--- src/rtl/cache_pkg.sv ---
// Shared cache types: controller state encoding, geometry-derived widths and address split helpers.
// Helpers work on 32-bit words so they stay valid when an index or offset field is zero bits wide.
`timescale 1ns/1ps
package cache_pkg;

  typedef enum logic [1:0] {
    S_IDLE      = 2'd0,
    S_LOOKUP    = 2'd1,
    S_WRITEBACK = 2'd2,
    S_ALLOCATE  = 2'd3
  } state_t;

  function automatic int calc_off_w(input int words);
    return $clog2(words);
  endfunction

  function automatic int calc_idx_w(input int sets);
    return $clog2(sets);
  endfunction

  function automatic int calc_tag_w(input int addr_w, input int words, input int sets);
    return addr_w - $clog2(words) - $clog2(sets);
  endfunction

  // Storage width for a field that may be zero bits wide.
  function automatic int store_w(input int n);
    return (n > 1) ? $clog2(n) : 1;
  endfunction

  function automatic logic [31:0] addr_off(input logic [31:0] a, input int off_w);
    return a & ((32'd1 << off_w) - 32'd1);
  endfunction

  function automatic logic [31:0] addr_idx(input logic [31:0] a, input int off_w, input int idx_w);
    return (a >> off_w) & ((32'd1 << idx_w) - 32'd1);
  endfunction

  function automatic logic [31:0] addr_tag(input logic [31:0] a, input int off_w, input int idx_w);
    return a >> (off_w + idx_w);
  endfunction

  function automatic logic [31:0] blk_addr(input logic [31:0] tag, input logic [31:0] idx, input int idx_w);
    return (tag << idx_w) | idx;
  endfunction

endpackage

--- src/rtl/cache_lru.sv ---
// True-LRU age store per set: accessed way becomes age 0, younger ways age by one; victim is the oldest.
// Update takes effect on the next edge; victim select is combinational on the current set.
`timescale 1ns/1ps
module cache_lru #(
  parameter int SETS = 4,
  parameter int WAYS = 2
) (
  input  logic                                  clk,
  input  logic                                  rst,
  input  logic                                  i_upd,
  input  logic [cache_pkg::store_w(SETS)-1:0]   i_set,
  input  logic [cache_pkg::store_w(WAYS)-1:0]   i_upd_way,
  output logic [cache_pkg::store_w(WAYS)-1:0]   o_victim
);
  import cache_pkg::*;

  localparam int WAY_WS = store_w(WAYS);

  logic [WAY_WS-1:0] r_age [SETS][WAYS];
  logic [WAY_WS-1:0] w_victim;

  always_ff @(posedge clk or posedge rst) begin
    if (rst) begin
      for (int s = 0; s < SETS; s++) begin
        for (int w = 0; w < WAYS; w++) begin
          r_age[s][w] <= WAY_WS'(w);
        end
      end
    end else if (i_upd) begin
      for (int w = 0; w < WAYS; w++) begin
        if (WAY_WS'(w) == i_upd_way) begin
          r_age[i_set][w] <= '0;
        end else if (r_age[i_set][w] < r_age[i_set][i_upd_way]) begin
          r_age[i_set][w] <= r_age[i_set][w] + WAY_WS'(1);
        end
      end
    end
  end

  // Ages form a permutation per set, so exactly one way holds the oldest age.
  always_comb begin
    w_victim = '0;
    for (int w = 0; w < WAYS; w++) begin
      if (r_age[i_set][w] == WAY_WS'(WAYS - 1)) begin
        w_victim = WAY_WS'(w);
      end
    end
  end

  assign o_victim = w_victim;

endmodule

--- src/rtl/cache_nway_wb.sv ---
// N-way write-back/write-allocate cache; hit completes the cycle after accept, misses add block transfers.
// CPU side stalls via cpuReady (IDLE only); memory side holds memReq until memAck. Optional counters: CACHE_STATS_EN.
`timescale 1ns/1ps
module cache_nway_wb #(
  parameter int ADDR_W = 10,
  parameter int DATA_W = 32,
  parameter int WORDS  = 4,
  parameter int SETS   = 4,
  parameter int WAYS   = 2
) (
  input  logic                                      clk,
  input  logic                                      rst,
  input  logic                                      cpuReq,
  output logic                                      cpuReady,
  input  logic                                      isRead,
  input  logic [ADDR_W-1:0]                         address,
  input  logic [DATA_W-1:0]                         writeData,
  output logic                                      cpuDone,
  output logic [DATA_W-1:0]                         readData,
  output logic                                      isHit,
  output logic                                      memReq,
  output logic                                      memWrite,
  output logic [ADDR_W-cache_pkg::calc_off_w(WORDS)-1:0] memAddr,
  output logic [DATA_W*WORDS-1:0]                   memWriteData,
  input  logic [DATA_W*WORDS-1:0]                   memReadData,
  input  logic                                      memAck
`ifdef CACHE_STATS_EN
  ,
  output logic [31:0]                               hitCount,
  output logic [31:0]                               missCount
`endif
);
  import cache_pkg::*;

  localparam int OFF_W   = calc_off_w(WORDS);
  localparam int IDX_W   = calc_idx_w(SETS);
  localparam int TAG_W   = calc_tag_w(ADDR_W, WORDS, SETS);
  localparam int OFF_WS  = store_w(WORDS);
  localparam int IDX_WS  = store_w(SETS);
  localparam int WAY_WS  = store_w(WAYS);
  localparam int BLK_W   = DATA_W * WORDS;
  localparam int MADDR_W = ADDR_W - OFF_W;

  state_t              r_state;
  state_t              w_state_nxt;
  logic                r_is_read;
  logic [ADDR_W-1:0]   r_addr;
  logic [DATA_W-1:0]   r_wdata;
  logic                r_first;
  logic [WAY_WS-1:0]   r_victim;
  logic                r_mem_req;
  logic                w_mem_req_nxt;
  logic [DATA_W-1:0]   r_read_data;
  logic                r_is_hit;

  logic                r_valid [WAYS][SETS];
  logic                r_dirty [WAYS][SETS];
  logic [TAG_W-1:0]    r_tag   [WAYS][SETS];
  logic [BLK_W-1:0]    r_data  [WAYS][SETS];

  logic [OFF_WS-1:0]   w_off;
  logic [IDX_WS-1:0]   w_idx;
  logic [TAG_W-1:0]    w_tag;
  logic                w_hit;
  logic [WAY_WS-1:0]   w_hit_way;
  logic                w_has_inv;
  logic [WAY_WS-1:0]   w_inv_way;
  logic [WAY_WS-1:0]   w_lru_victim;
  logic [WAY_WS-1:0]   w_victim;
  logic [BLK_W-1:0]    w_hit_blk;
  logic [DATA_W-1:0]   w_hit_word;
  logic [DATA_W-1:0]   w_rd_word;
  logic                w_done;
  logic                w_lru_upd;
  logic                w_fill;
  logic                w_wr_hit;
  logic [MADDR_W-1:0]  w_victim_blk;
  logic [MADDR_W-1:0]  w_req_blk;

  assign w_off = OFF_WS'(addr_off(32'(r_addr), OFF_W));
  assign w_idx = IDX_WS'(addr_idx(32'(r_addr), OFF_W, IDX_W));
  assign w_tag = TAG_W'(addr_tag(32'(r_addr), OFF_W, IDX_W));

  always_comb begin
    w_hit     = 1'b0;
    w_hit_way = '0;
    w_has_inv = 1'b0;
    w_inv_way = '0;
    for (int w = WAYS - 1; w >= 0; w--) begin
      if (r_valid[w][w_idx] && (r_tag[w][w_idx] == w_tag)) begin
        w_hit     = 1'b1;
        w_hit_way = WAY_WS'(w);
      end
      if (!r_valid[w][w_idx]) begin
        w_has_inv = 1'b1;
        w_inv_way = WAY_WS'(w);
      end
    end
  end

  cache_lru #(
    .SETS (SETS),
    .WAYS (WAYS)
  ) u_lru (
    .clk       (clk),
    .rst       (rst),
    .i_upd     (w_lru_upd),
    .i_set     (w_idx),
    .i_upd_way (w_hit_way),
    .o_victim  (w_lru_victim)
  );

  assign w_victim   = w_has_inv ? w_inv_way : w_lru_victim;
  assign w_hit_blk  = r_data[w_hit_way][w_idx];
  assign w_hit_word = w_hit_blk[DATA_W*w_off +: DATA_W];
  assign w_rd_word  = r_is_read ? w_hit_word : r_wdata;

  assign w_victim_blk = MADDR_W'(blk_addr(32'(r_tag[r_victim][w_idx]), 32'(w_idx), IDX_W));
  assign w_req_blk    = MADDR_W'(blk_addr(32'(w_tag), 32'(w_idx), IDX_W));

  always_comb begin
    w_state_nxt   = r_state;
    w_mem_req_nxt = r_mem_req;
    w_done        = 1'b0;
    w_lru_upd     = 1'b0;
    w_fill        = 1'b0;
    w_wr_hit      = 1'b0;
    case (r_state)
      S_IDLE: begin
        if (cpuReq) w_state_nxt = S_LOOKUP;
      end
      S_LOOKUP: begin
        if (w_hit) begin
          w_done      = 1'b1;
          w_lru_upd   = 1'b1;
          w_wr_hit    = !r_is_read;
          w_state_nxt = S_IDLE;
        end else begin
          w_mem_req_nxt = 1'b1;
          w_state_nxt   = (r_valid[w_victim][w_idx] && r_dirty[w_victim][w_idx]) ? S_WRITEBACK : S_ALLOCATE;
        end
      end
      S_WRITEBACK: begin
        if (r_mem_req && memAck) begin
          w_mem_req_nxt = 1'b0;
          w_state_nxt   = S_ALLOCATE;
        end
      end
      S_ALLOCATE: begin
        // Entered from WRITEBACK with memReq low: re-raise it one cycle later.
        if (!r_mem_req) begin
          w_mem_req_nxt = 1'b1;
        end else if (memAck) begin
          w_fill        = 1'b1;
          w_mem_req_nxt = 1'b0;
          w_state_nxt   = S_LOOKUP;
        end
      end
      default: w_state_nxt = S_IDLE;
    endcase
  end

  always_ff @(posedge clk or posedge rst) begin
    if (rst) begin
      r_state     <= S_IDLE;
      r_mem_req   <= 1'b0;
      r_is_read   <= 1'b0;
      r_addr      <= '0;
      r_wdata     <= '0;
      r_first     <= 1'b0;
      r_victim    <= '0;
      r_read_data <= '0;
      r_is_hit    <= 1'b0;
      for (int w = 0; w < WAYS; w++) begin
        for (int s = 0; s < SETS; s++) begin
          r_valid[w][s] <= 1'b0;
          r_dirty[w][s] <= 1'b0;
        end
      end
    end else begin
      r_state   <= w_state_nxt;
      r_mem_req <= w_mem_req_nxt;
      if ((r_state == S_IDLE) && cpuReq) begin
        r_is_read <= isRead;
        r_addr    <= address;
        r_wdata   <= writeData;
        r_first   <= 1'b1;
      end
      if ((r_state == S_LOOKUP) && !w_hit) begin
        r_victim <= w_victim;
        r_first  <= 1'b0;
      end
      if (w_done) begin
        r_read_data <= w_rd_word;
        r_is_hit    <= r_first;
      end
      if (w_wr_hit) r_dirty[w_hit_way][w_idx] <= 1'b1;
      if (w_fill) begin
        r_valid[r_victim][w_idx] <= 1'b1;
        r_dirty[r_victim][w_idx] <= 1'b0;
      end
    end
  end

  always_ff @(posedge clk) begin
    if (w_fill) begin
      r_tag[r_victim][w_idx]  <= w_tag;
      r_data[r_victim][w_idx] <= memReadData;
    end
    if (w_wr_hit) r_data[w_hit_way][w_idx][DATA_W*w_off +: DATA_W] <= r_wdata;
  end

  assign cpuReady     = (r_state == S_IDLE) && !rst;
  assign cpuDone      = w_done;
  assign readData     = w_done ? w_rd_word : r_read_data;
  assign isHit        = w_done ? r_first : r_is_hit;
  assign memReq       = r_mem_req;
  assign memWrite     = (r_state == S_WRITEBACK);
  assign memAddr      = (r_state == S_WRITEBACK) ? w_victim_blk :
                        (r_state == S_ALLOCATE)  ? w_req_blk : '0;
  assign memWriteData = (r_state == S_WRITEBACK) ? r_data[r_victim][w_idx] : '0;

`ifdef CACHE_STATS_EN
  logic [31:0] r_hit_cnt;
  logic [31:0] r_miss_cnt;

  always_ff @(posedge clk or posedge rst) begin
    if (rst) begin
      r_hit_cnt  <= '0;
      r_miss_cnt <= '0;
    end else if ((r_state == S_LOOKUP) && r_first) begin
      if (w_hit) begin
        if (r_hit_cnt != 32'hFFFF_FFFF) r_hit_cnt <= r_hit_cnt + 32'd1;
      end else begin
        if (r_miss_cnt != 32'hFFFF_FFFF) r_miss_cnt <= r_miss_cnt + 32'd1;
      end
    end
  end

  assign hitCount  = r_hit_cnt;
  assign missCount = r_miss_cnt;
`endif

endmodule
--- config.mk ---
export PLATFORM = sky130hd
export DESIGN_NAME = cache_nway_wb
export DESIGN_NICKNAME = d
export VERILOG_FILES = /design/src/rtl/cache_pkg.sv /design/src/rtl/cache_lru.sv /design/src/rtl/cache_nway_wb.sv
export SDC_FILE = /design/constraint.sdc
export NUM_CORES = 2
export LEC_CHECK = 0
export BUFFER_PORTS_ARGS = -buffer_cell sky130_fd_sc_hd__buf_2
export CELL_PAD_IN_SITES_DETAIL_PLACEMENT = 1
export CELL_PAD_IN_SITES_GLOBAL_PLACEMENT = 2
export CORE_MARGIN = 8
export CORE_UTILIZATION = 44
export DETAILED_ROUTE_END_ITERATION = 10
export HOLD_SLACK_MARGIN = 0.02
export PLACE_DENSITY_LB_ADDON = 0.1
export SETUP_SLACK_MARGIN = 0.15
export SLEW_MARGIN = 20
export SYNTH_ARGS = -nofsm -noshare
export SYNTH_HDL_FRONTEND = slang
export SYNTH_HIERARCHICAL = 1
export SYNTH_SLANG_ARGS = --single-unit
--- constraint.sdc ---
create_clock -name clk -period 5.5 [get_ports clk]
set_input_delay 0.275 -clock clk [delete_from_list [all_inputs] [get_ports clk]]
set_output_delay 0.275 -clock clk [all_outputs]
set_load 0.01 [all_outputs]
# ---- Yosys cells after proc, flatten, opt, wreduce, memory -nomap -nowiden
# Memories as Yosys holds them, arrays and structs flattened.
# Cells that the tools add are included.
dict set report totals {
  ff_bits 105
  ramBits 1072
  inputBits 175
  output_inout_bits 173
  word_cells 200
  mem_count 2
}
# memory depth word_bits rd rd_clocked_by_memory_dff wr line
set mem_list {}
lappend mem_list {r_data 2 512 2 0 1 cache_nway_wb.sv:59} ;# logic [BLK_W-1:0] r_data [WAYS][SETS];
lappend mem_list {r_tag 2 24 3 0 1 cache_nway_wb.sv:58} ;# logic [TAG_W-1:0] r_tag [WAYS][SETS];
dict set report op_classes {
  n_addsub 3
  n_lt_le_gt_ge 9
  n_eq_ne 10
  shift 3
  muxes 107
  bitwise 14
  reduce_logical 19
}
# op count
set op_table {}
lappend op_table {{two-way mux 512 bit} 4}
lappend op_table {{two-way mux 128 bit} 7}
lappend op_table {{binary-select mux 128 bit (select 2 bit)} 2}
lappend op_table {{demux 128 bit (select 2 bit)} 2}
lappend op_table {{OR reduction 512 bit} 1}
lappend op_table {{variable shift 32 x 34 -> 128 bit, first input constant} 1}
lappend op_table {{indexed part select 128 x 8 -> 32 bit} 1}
lappend op_table {{indexed part select 32 x 34 -> 128 bit} 1}
lappend op_table {{two-way mux 8 bit} 9}
lappend op_table {{two-way mux 32 bit} 2}
lappend op_table {{two-way mux 6 bit} 7}
lappend op_table {{two-way mux 1 bit} 39}
lappend op_table {{binary-select mux 6 bit (select 2 bit)} 3}
lappend op_table {{negator 7 -> 34 bit} 1}
lappend op_table {{two-way mux 4 bit} 8}
lappend op_table {{AND 8 bit} 3}
lappend op_table {{two-way mux 24 bit} 1}
lappend op_table {{inverter 8 bit} 3}
lappend op_table {{bitwise mux 8 bit} 2}
lappend op_table {{two-way mux 2 bit} 8}
lappend op_table {{bitwise OR 8 x 2 -> 8 bit} 2}
lappend op_table {{bitwise OR 8 bit} 2}
lappend op_table {{demux 6 bit (select 2 bit)} 1}
lappend op_table {{== test 6 bit} 2}
lappend op_table {{other kinds (26)} 53}

# ---- Depth between registers and ports, before layout
dict set report depth {
  depth_word 19
  depth_mapped 15
  mapped_depth_nobuf 10
}

# ---- Hierarchy
# Netlist, hierarchy kept.
# mod instances cells_each area_per_inst_um2
set by_module_without_submodules {}
lappend by_module_without_submodules {cache_nway_wb 1 3898 55539.5}
lappend by_module_without_submodules {cache_lru 1 41 456.7}

# ---- Least setup slack after synthesis
# OpenSTA, ideal clock, no wires.
dict set report synth_timing {
  kind {register -> register}
  start {register r_addr[2]}
  end {memory r_data[1][0] (netlist bit) (enable)}
  setup_ps 421
  t_arrival_ps 4403
  slack_ps 676
  path_stages_with_launch 15
  n_path_buf 5
  cell_sequence {dfrtp_1 > buf_6 > buf_6 > mux4_2 > xnor2_1 > nand4_1 > nor2_1 > o21ai_1 > or3_1 > clkbuf_1 > buf_2 > clkbuf_1 > nor2_2 > a21oi_1 > nor2_1}
}
dict set report synth_via {
  elab_chain_cells 14
}
# item line
set synth_lines {}
lappend synth_lines {{start: declaration} cache_nway_wb.sv:47} ;# logic [ADDR_W-1:0] r_addr;
lappend synth_lines {{start signal: assignment} cache_nway_wb.sv:185} ;# r_addr <= address;
lappend synth_lines {{inverter 2 -> 3 bit (not written as such) *} {cache_nway_wb.sv:90, cache_nway_wb.sv:208, cache_nway_wb.sv:210}}
lappend synth_lines {{binary-select mux 6 bit (select 2 bit)} cache_nway_wb.sv:90} ;# if (r_valid[w][w_idx] && (r_tag[w][w_idx] == w_tag)) begin
lappend synth_lines {{two-way mux 6 bit (not written as such) (2 in series)} cache_nway_wb.sv:90}
lappend synth_lines {{== test 6 bit} cache_nway_wb.sv:90}
lappend synth_lines {{logical AND 1 bit} cache_nway_wb.sv:90}
lappend synth_lines {{two-way mux 1 bit (2 in series)} cache_nway_wb.sv:90}
lappend synth_lines {{two-way mux 1 bit} cache_nway_wb.sv:133} ;# if (w_hit) begin
lappend synth_lines {{two-way mux 1 bit} cache_nway_wb.sv:128} ;# case (r_state)
lappend synth_lines {{two-way mux 1 bit} cache_nway_wb.sv:210} ;# if (w_wr_hit) r_data[w_hit_way][w_idx][DATA_W*w_off +: DATA_W] <= r_wdata;
lappend synth_lines {{two-way mux 512 bit (not written as such)} cache_nway_wb.sv:210}
lappend synth_lines {{OR reduction 512 bit (no line)} n/a}
lappend synth_lines {{two-way mux 1 bit (no line) or two-way mux 512 bit (tied branches)} n/a}
lappend synth_lines {{end: declaration} cache_nway_wb.sv:59}
# Mark *: on every way between the ends. The rest lies on a longest branch, timed or not. The select of a mux whose other input is x is not followed.

# ---- Worst setup path after layout
dict set report layout_timing {
  start {register r_addr[2]}
  end {output readData[6]}
}
dict set report layout_via {
  elab_chain_cells 15
}
# item line
set layout_lines {}
lappend layout_lines {{inverter 2 -> 3 bit (not written as such) *} {cache_nway_wb.sv:90, cache_nway_wb.sv:114}}
lappend layout_lines {{binary-select mux 6 bit (select 2 bit)} cache_nway_wb.sv:90}
lappend layout_lines {{two-way mux 6 bit (not written as such) (2 in series)} cache_nway_wb.sv:90}
lappend layout_lines {{== test 6 bit} cache_nway_wb.sv:90}
lappend layout_lines {{logical AND 1 bit} cache_nway_wb.sv:90}
lappend layout_lines {{two-way mux 1 bit (2 in series)} cache_nway_wb.sv:90}
lappend layout_lines {{memory (2 x 512 bit)} n/a}
lappend layout_lines {{binary-select mux 128 bit (select 2 bit)} cache_nway_wb.sv:114} ;# assign w_hit_blk = r_data[w_hit_way][w_idx];
lappend layout_lines {{two-way mux 128 bit (not written as such) (2 in series)} cache_nway_wb.sv:114}
lappend layout_lines {{indexed part select 128 x 8 -> 32 bit} cache_nway_wb.sv:115} ;# assign w_hit_word = w_hit_blk[DATA_W*w_off +: DATA_W];
lappend layout_lines {{two-way mux 32 bit} cache_nway_wb.sv:116} ;# assign w_rd_word = r_is_read ? w_hit_word : r_wdata;
lappend layout_lines {{two-way mux 32 bit *} cache_nway_wb.sv:215} ;# assign readData = w_done ? w_rd_word : r_read_data;
lappend layout_lines {{end: declaration} cache_nway_wb.sv:19} ;# output logic [DATA_W-1:0] readData,
# Marks and branches as above.

==> impl_results.md <==
* Status: finished, final reports clean
* Finish-stage setup viols at 0
* Wirelength, routed at 234 mm
* Vias in the first global route at 40939
* Vert. Die Dim at approximately 370 µm
* Setup tns final at 0 ns
* Port-buffer cells at between 300 and 400
* Die span in x at 373 µm
* Sw power at 13600 µW
* EDFF count, synth at 1072
* Yosys warnings at 6
* TritonCTS clock tree: built
* Number of H-tree levels at 4
* Worst reg2reg endpoint: r_data[0][234]
* Reg clk slew, reported paths at around 0.060 ns
* Clk Latency, worst-skew pair at 0.78 ns
* Clock network power share at between 20% and 30%
* Clk sinks at 1177
* Largest cells by area after synthesis: edfxtp_1 57%, mux4_2 14%, nand2_1 4.9%
* Top Ports at 348
* Routed Antenna Nets at 0
* Root Buffer: clkbuf_16
* Register share of total power at 34.2%
* Worst Hold Launch: memReadData[77]
* GRT overflow at 0
* Pint at 20800 µW
* RSZ-0062 raised after global routing: true
* GP Congestion at 0.878
* Setup slack, reg-to-reg at 0.73 ns
* Tmin final at 5.36 ns
* Static Leak at 0.0236 µW
* Avg Inst Size Synth at 14.2 µm²
* DRC viols at 0
* Worst path arrival time at between 5 and 6 ns
* Core Footprint at 127000 µm²
* Reg2reg start: r_addr[2]
* Fraction of layout cells with a size suffix above 1 at between 20 and 30%
* Largest net degree at the start of global routing at 111
* Hold path depth at 3
* Max Fclk at 0.187 GHz
* P&R area growth vs syn at 18.8%
* Min-delay worst type: input port to flop
* Hold path endpoint: r_data[0][205]
* NumNets Final at 4593
* Synth Instances at 3939
* Synth unique cells at 81
* Worst setup EP type: output port
* Clock buffer depth at 3
* Die Area at around 140000 µm²
* CP startpoint kind: flop
* Seq/Total Area, Yosys at 62.2%
* Largest area contributor in the netlist: edfxtp_1
* Fin Clk Skew at 0.0360 ns
* Most common cell in the netlist: edfxtp_1
* R2R cell count at 11
* Initial DRC count at 4897
* Commonest register cell after synthesis: edfxtp_1
* Worst Path Max Fanout at 17
* VDD IR max at 0.000424 V
* FF+latch count, synth at approximately 1200
* Fin Hold WS at 0.0575 ns
* First-pass iteration count of the detailed router at 5
* Initial antenna violation count at 27
* Most common library cells after synthesis: 1072 x edfxtp_1, 738 x nand2_1, 344 x mux4_2
* Pwr Density at 518 nW/µm²
* Period utilization at 97.5%
* Yosys top cell area share at 57.5%
* Mean routed wirelength per cell at 37.8 µm
* Logic pwr share at 39.0%
* CP Class: flop to output port
* Mapped Area at about 56000 µm²
* Share of flip-flops with an asynchronous set or reset at 8.92%
* Relative slew slack at a little under 10%
* Number of buffers created by CTS at 136
* Switching Share at between 30 and 40%
* Fillcell total at ~12000
* Max-slew violations at 0
* Initial core utilization at 44.1%
* Final HPWL DP at 154 mm
* Crit path required time at approximately 5.2 ns
* Worst-Margin Slew at about 1.4 ns
* Vias per cell at 6.56
* Final Hold Viols at 0
* Max Cap Viol at 0
* Tot GR Track Use at 32.7%
* Global-route wire length before repair at 325 mm
* Vias at 40612
* Syn_nets at 4124
* Num rows at 131
metrics by stage:
step / cell area [µm²] / total power, µW / setup slack, ns / instances / utilization (%)
after floorplan: 56000 / 18600 / 0.676 / 3939 / -
after global placement: 61000 / 24600 / 0.591 / 5866 / 48.1
after detailed placement: 61000 / 24700 / 0.540 / 5866 / 48.1
after CTS: 66300 / 34100 / 0.115 / 6175 / 52.3
after global routing: 66500 / 35300 / 0.130 / 6185 / 52.4
final: 66500 / 34400 / 0.139 / 6195 / 52.4
cells by family after synthesis:
group	synth area share [%]
xor gates and xnor gates	0.228
and+or+nand+nor	7.72
buffers and inverters	2.63
AOI/OAI and AO/OA	8.44
adders and majority gates	0.223
DFF	62.2
muxes	18.6
sequential cells by signal, indices dropped and copies added (netlist names):
signal / flops
r_data: 1024
r_is_read: 1
r_valid: 8
memReq: 1
u_lru/r_age: 8
r_state: 2
r_is_hit: 1
r_tag: 48
r_first: 1
r_wdata: 32
r_victim: 1
r_addr: 10
r_read_data: 32
r_dirty: 8
repair_timing:
action,4_1_cts,5_1_grt
gates resized for setup,34,20
gates cloned,1,1
pin swaps,5,3
buffers inserted,10,3
endpoints found under the hold margin,118,0
hold buffers,51,0
setup endpoints to repair,29,31
how the worst max path moves through the flow:
stage                        end  startpoint  slack, ns  cells after the start
global placement     readData[0]   r_addr[2]       0.59                     11
CTS                 readData[16]   r_addr[2]       0.12                     15
finish               readData[6]   r_addr[2]       0.14                     12
global route         readData[6]   r_addr[2]       0.13                     12
floorplan           r_data[1][0]   r_addr[2]       0.68                     14
detailed placement  readData[16]   r_addr[2]       0.54                     14
routing by layer:
layer  vias to the layer above  wire, µm  global-route usage (%)
li1                      16407         -                       -
met1                     21513     93700                    44.5
met2                      2264    105000                    49.9
met3                       424     23200                    8.14
met4                         4     11600                    14.4
met5                         -        18                       0
placed cells by master (no fill, tap or decap), types with 15 or more instances in the layout:
cell / instances
a21oi_1: 260
a221oi_1: 51
a22oi_1: 18
a31oi_1: 21
and3_1: 24
buf_12: 42
buf_2: 347
buf_4: 196
clkbuf_1: 29
clkbuf_16: 145
clkinv_1: 26
clkinv_2: 15
dfrtp_1: 95
diode_2: 16
dlygate4sd3_1: 51
edfxtp_1: 1072
inv_1: 18
mux2_2: 95
mux2i_1: 147
mux4_2: 344
nand2_1: 732
nand3_1: 93
nor2_1: 70
nor2_4: 34
nor3_1: 15
o211ai_1: 23
o21ai_0: 198
o21ai_1: 26
o221ai_1: 20
power groups by stage:
stage	Sequential (µW)	Combinational [µW]	Clock (µW)
floorplan	11100	7490	0
global placement	11900	12700	0
detailed placement	11900	12800	0
CTS	11700	13200	9280
global route	11800	14000	9590
finish	11800	13500	9220
critical path, stage by stage, from the launching register on:
cell,delay [ns]
dfrtp_4,0.41
buf_12,0.17
mux4_2,0.57
xnor2_1,0.30
nand3_1,0.14
nor2_1,0.35
o21ai_4,0.23
clkinv_1,0.11
buf_4,0.35
o21ai_0,0.26
a31oi_1,0.79
a32o_1,0.40
buf_2,0.19
layout make-up:
class	instances	area (µm²)	share of cell area, %
clock buffers	182	3840	5.77
well taps	1662	2080	3.13
inverters	23	101	0.152
repair buffers	643	4700	7.07
flip-flops and latches	1177	34800	52.4
multi-input cells	2427	20300	30.5
clock inverters	65	662	0.995
diodes	16	40.0	0.0602
Note: power is estimated with default switching activity, not from simulation.
